--- config.mk ---
export PLATFORM = sky130hd
export DESIGN_NAME = regfile_wb_arbiter
export DESIGN_NICKNAME = d
export VERILOG_FILES = /design/src/rtl/regfile_wb_arbiter.sv
export SDC_FILE = /design/constraint.sdc
export NUM_CORES = 1
export LEC_CHECK = 0
export CAP_MARGIN = 20
export CORE_MARGIN = 4
export CORE_UTILIZATION = 45
export CTS_CLUSTER_DIAMETER = 60
export DETAILED_ROUTE_END_ITERATION = 6
export PLACE_DENSITY = 0.95
export SLEW_MARGIN = 20
export SYNTH_ARGS = -nofsm -noshare
export SYNTH_HDL_FRONTEND = slang
export SYNTH_SLANG_ARGS = --single-unit
--- constraint.sdc ---
create_clock -name clk -period 5.15 [get_ports clk]
set_clock_uncertainty 0.15 [all_clocks]
set_input_delay 1.03 -clock clk [delete_from_list [all_inputs] [get_ports clk]]
set_output_delay 1.03 -clock clk [all_outputs]
set_load 0.02 [all_outputs]
--- src/rtl/regfile_wb_arbiter.sv ---
// Write-back arbiter for a 32x32 register file: clears the file after reset,
// then grants one of three requesters per cycle in round-robin order.
module regfile_wb_arbiter #(
   parameter logic [31:0] CLEAR_VAL = 32'h0000_0000
) (
   input  logic        clk,
   input  logic        rst_n,
   input  logic        req0_valid,
   input  logic [4:0]  req0_num,
   input  logic [31:0] req0_data,
   output logic        req0_ready,
   input  logic        req1_valid,
   input  logic [4:0]  req1_num,
   input  logic [31:0] req1_data,
   output logic        req1_ready,
   input  logic        req2_valid,
   input  logic [4:0]  req2_num,
   input  logic [31:0] req2_data,
   output logic        req2_ready,
   output logic        rf_we,
   output logic [4:0]  rf_w_num,
   output logic [31:0] rf_din,
   output logic        init_done,
   output logic [1:0]  grant_id
);

   // Handshake: a write transfers on any cycle where reqK_valid && reqK_ready.
   // Ready is a function of state, last and the valids only, so a requester
   // must hold valid/num/data stable until it sees ready.
   typedef enum logic {INIT, RUN} state_t;

   state_t      state;
   logic [4:0]  cnt;
   logic [1:0]  last;

   logic [2:0]  valid_vec;
   logic [1:0]  p0, p1, p2;
   logic [1:0]  sel;
   logic        sel_any;
   logic [2:0]  ready_vec;
   logic [4:0]  sel_num;
   logic [31:0] sel_data;

   // Search order starts one past the last winner, wrapping 2 -> 0.
   always_comb begin
      valid_vec = {req2_valid, req1_valid, req0_valid};
      p0 = (last >= 2'd2) ? 2'd0 : last + 2'd1;
      p1 = (p0 == 2'd2) ? 2'd0 : p0 + 2'd1;
      p2 = (p1 == 2'd2) ? 2'd0 : p1 + 2'd1;
      sel     = 2'd0;
      sel_any = 1'b0;
      if (valid_vec[p0]) begin
         sel     = p0;
         sel_any = 1'b1;
      end else if (valid_vec[p1]) begin
         sel     = p1;
         sel_any = 1'b1;
      end else if (valid_vec[p2]) begin
         sel     = p2;
         sel_any = 1'b1;
      end
      ready_vec = 3'b000;
      if (rst_n && state == RUN && sel_any)
         ready_vec = 3'b001 << sel;
   end

   always_comb begin
      sel_num  = req0_num;
      sel_data = req0_data;
      case (sel)
         2'd1: begin
            sel_num  = req1_num;
            sel_data = req1_data;
         end
         2'd2: begin
            sel_num  = req2_num;
            sel_data = req2_data;
         end
         default: begin
            sel_num  = req0_num;
            sel_data = req0_data;
         end
      endcase
   end

   assign req0_ready = ready_vec[0];
   assign req1_ready = ready_vec[1];
   assign req2_ready = ready_vec[2];

   always_ff @(posedge clk) begin
      if (!rst_n) begin
         state     <= INIT;
         cnt       <= 5'd0;
         last      <= 2'd2;
         rf_we     <= 1'b0;
         rf_w_num  <= 5'd0;
         rf_din    <= 32'd0;
         init_done <= 1'b0;
         grant_id  <= 2'b11;
      end else begin
         case (state)
            INIT: begin
               rf_we    <= 1'b1;
               rf_w_num <= cnt;
               rf_din   <= (cnt == 5'd0) ? 32'd0 : CLEAR_VAL;
               grant_id <= 2'b11;
               cnt      <= cnt + 5'd1;
               if (cnt == 5'd31) begin
                  state     <= RUN;
                  init_done <= 1'b1;
               end
            end
            RUN: begin
               if (sel_any) begin
                  last     <= sel;
                  grant_id <= sel;
                  // Writes to register 0 are consumed but never reach the file.
                  if (sel_num != 5'd0) begin
                     rf_we    <= 1'b1;
                     rf_w_num <= sel_num;
                     rf_din   <= sel_data;
                  end else begin
                     rf_we <= 1'b0;
                  end
               end else begin
                  rf_we    <= 1'b0;
                  grant_id <= 2'b11;
               end
            end
            default: state <= INIT;
         endcase
      end
   end

endmodule

==> flow_summary_export.csv <==
group,metric,value,unit
run_status,status,"completed",
critical_path,cp.required,3.97,ns
worst_hold_path,hp-class,"reg -> reg",
floorplan,die_h,95.1,um
finish,syn_to_final_growth,50.1,%
global_route,grt_pass1_vias,3988,
placement,gp_congestion,0.847,
drt,drt_wl_total,11800,um
global_route,grt_overflow,0,
logic_synthesis,synth_seq_cells,49,
worst_hold_path,hold_depth,2,
global_route,antenna_found_initial,0,
critical_path,cp_max_fo,18,
pwr,vdd_ir_drop_max,137,uV
logic_synthesis,ys.flop_type,"dfxtp_1",
cts,cts_setup_buffers,0,
pwr,leakage,1.81,nW
drt,num_vias,4158,
cts,ctsResizeCount,0,
pwr,power_frac_clock,26.9,%
logic_synthesis,syn_area,3420,um2
logic_synthesis,async_flop_share,0,%
sta,hold_viol,0,
global_route,grtUsageTotal,25.1,%
sta,setup_tns,0,ns
drt,vias_per_cell,6.16,
global_route,grt_pass1_wl,18400,um
sta,fmax,0.212,GHz
finish,final_core_util,70.0,%
finish,drive_above_1_share,5.56,%
floorplan,core_area,7330,um2
sta,period_minus_slack,4.71,ns
finish,diodes,0,
logic_synthesis,synth_area_per_cell,7.52,um2
sta,drv_slew,0,
critical_path,rr_startpoint,"last[1]$_SDFFE_PN1P_",
placement,port_buffers,159,
cts,root_buffer,"clkbuf_8",
cts,cts_hold_buf,0,
drt,drt_pass1_iterations,5,
global_route,grt_max_degree,65,
cts,cts_buffer_depth,2,
logic_synthesis,synth_edf_count,0,
critical_path,path_class,"in -> out",
floorplan,io_pins,160,
placement,dp_hpwl,8580,um
pwr,combPwrFrac,28.5,%
drt,drt_iter0_drc,210,
finish,nets,697,
drt,ant_nets,0,
floorplan,initial_core_util,46.6,%
pwr,switchingPower,0.258,mW
cts,clkSinkCount,49,
cts,cts_made_buffers,5,
pwr,switching_share,29.6,%
critical_path,r2r-end,"rf_w_num[3]$_SDFFE_PN0P_",
pwr,power.density,170,nW/um2
cts,clk_latency,0.30,ns
critical_path,reg2reg_depth,9,
logic_synthesis,ys_seq_area_share,28.7,%
critical_path,critPathArrivalTime,3.53,ns
flow_run,max_cap_violations,0,
sta,finalSetupViolCount,0,
cts,cts_tree,"done",
placement,preCtsSetupSlack,0.435,ns
critical_path,cp-start-kind,"input pin",
logic_synthesis,synth_nets,575,
sta,worst_slack,0.442,ns
critical_path,cp-end-kind,"primary output",
logic_synthesis,yosysWarnings,0,
cts,clk_pin_slew,0.08,ns
sta,grt_setup_unrepaired,"false",
worst_hold_path,hold_path_end,"last[0]$_SDFFE_PN0P_",
floorplan,rows,31,
pwr,seq_power_share,44.6,%
logic_synthesis,synth_cell_types,40,
pwr,p_int,0.613,mW
cts,htreeDepth,2,
sta,tightest_slew,1.03,ns
worst_hold_path,worstHoldStart,"last[0]$_SDFFE_PN0P_",
logic_synthesis,netlist_instances,454,
sta,min_period_over_period,91.4,%
pwr,p_total,0.870,mW
drt,drc,0,
floorplan,fp.dieArea,9050,um2
drt,wire_per_inst,17.5,um
sta,relSlewSlack,31.1,%
floorplan,fp.dieW,95.1,um
critical_path,worst-r2r-setup-slack,1.74,ns
[stage by stage]
stage	hold slack [ns]	cells	area [um2]
floorplan	0.300	454	3420
global placement	0.314	668	5040
detailed placement	0.315	668	5040
CTS	0.329	675	5130
global route	0.349	675	5130
finish	0.331	675	5130
[metal layers]
metal  GRT usage [%]  wire (um)  vias up
li1                -          -     1992
met1            29.4       4510     1942
met2            44.1       6020      193
met3            5.37        960       31
met4            10.2        341        0
met5               0          0        -
[cell type report]
cell class	count	area, um2
multi-input combinational	342	2200
fill	571	2200
timing repair buffer	171	1710
sequential	49	981
tap	99	124
clock buffer	7	86.3
inverter	7	26.3
[registers in the layout, indices dropped and copies added (netlist names)]
register / flops
state: 1
rf_we: 1
init_done: 1
last: 2
rf_w_num: 5
rf_din: 32
cnt: 5
grant_id: 2
[synthesized netlist by cell type, drive strengths merged (3+ instances only)]
cell,n,area (um2)
nor3,5,25.0
and3,4,25.0
buf,17,114
ha,5,62.6
nor2,48,180
a211oi,34,255
mux2,3,33.8
a21oi,8,43.8
or4,32,240
o21ai,35,175
a32oi,32,280
dfxtp,49,981
nand2,39,146
inv,7,26.3
a22oi,37,297
clkbuf,39,146
o22ai,4,25.0
nand3,32,160
[kinds of logic (layout without fill, tap and decap cells)]
| logic type | count (synthesis) | after routing | share of synthesized area, % |
|---|---|---|---|
| muxes | 5 | 5 | 1.58 |
| xor gates and xnor gates | 3 | 3 | 0.769 |
| and+or+nand+nor | 166 | 166 | 24.0 |
| DFF | 49 | 49 | 28.7 |
| AOI/OAI and AO/OA | 163 | 163 | 34.8 |
| adders and majority gates | 5 | 5 | 1.83 |
| buffers and inverters | 63 | 185 | 8.39 |
[how the worst max path moves through the flow]
stage,slack [ns],start,endpoint,depth (start not counted)
after floorplan,1.61,req2_valid,req2_ready,6
after global placement,0.66,req2_valid,req1_ready,8
after detailed placement,0.44,req2_valid,req1_ready,8
after CTS,0.41,req2_valid,req1_ready,8
after global routing,0.21,req2_valid,req1_ready,8
final,0.44,req2_valid,req1_ready,8
[cells in the final DEF, fill, tap and decap left out, types with 3 or more instances in the layout]
cell,n
nor3_1,4
a32oi_1,32
a22oi_1,35
nand3_1,32
and3_1,4
a21oi_1,7
dfxtp_1,49
o21ai_0,35
inv_1,7
clkbuf_8,6
ha_1,4
or4_1,32
buf_4,10
mux2_2,3
nor2_1,48
clkdlybuf4s50_1,159
o22ai_1,4
a211oi_1,34
nand2_1,39
[power groups by stage]
| stage | Combinational [mW] | Sequential [mW] | Clock, mW |
|---|---|---|---|
| 6_report | 0.248 | 0.388 | 0.234 |
| 5_1_grt | 0.268 | 0.388 | 0.256 |
| 4_1_cts | 0.248 | 0.388 | 0.239 |
| 3_5_place_dp | 0.247 | 0.397 | 0 |
| 3_3_place_gp | 0.238 | 0.396 | 0 |
| 2_1_floorplan | 0.116 | 0.399 | 0 |
[critical path: stages]
cell             delay (ns)
clkdlybuf4s50_1        0.61
a21oi_1                0.13
o21ai_0                0.51
inv_1                  0.11
ha_1                   0.23
buf_4                  0.21
and3_1                 0.16
clkdlybuf4s50_1        0.54
No activity file was read; power rests on OpenSTA's default activity.
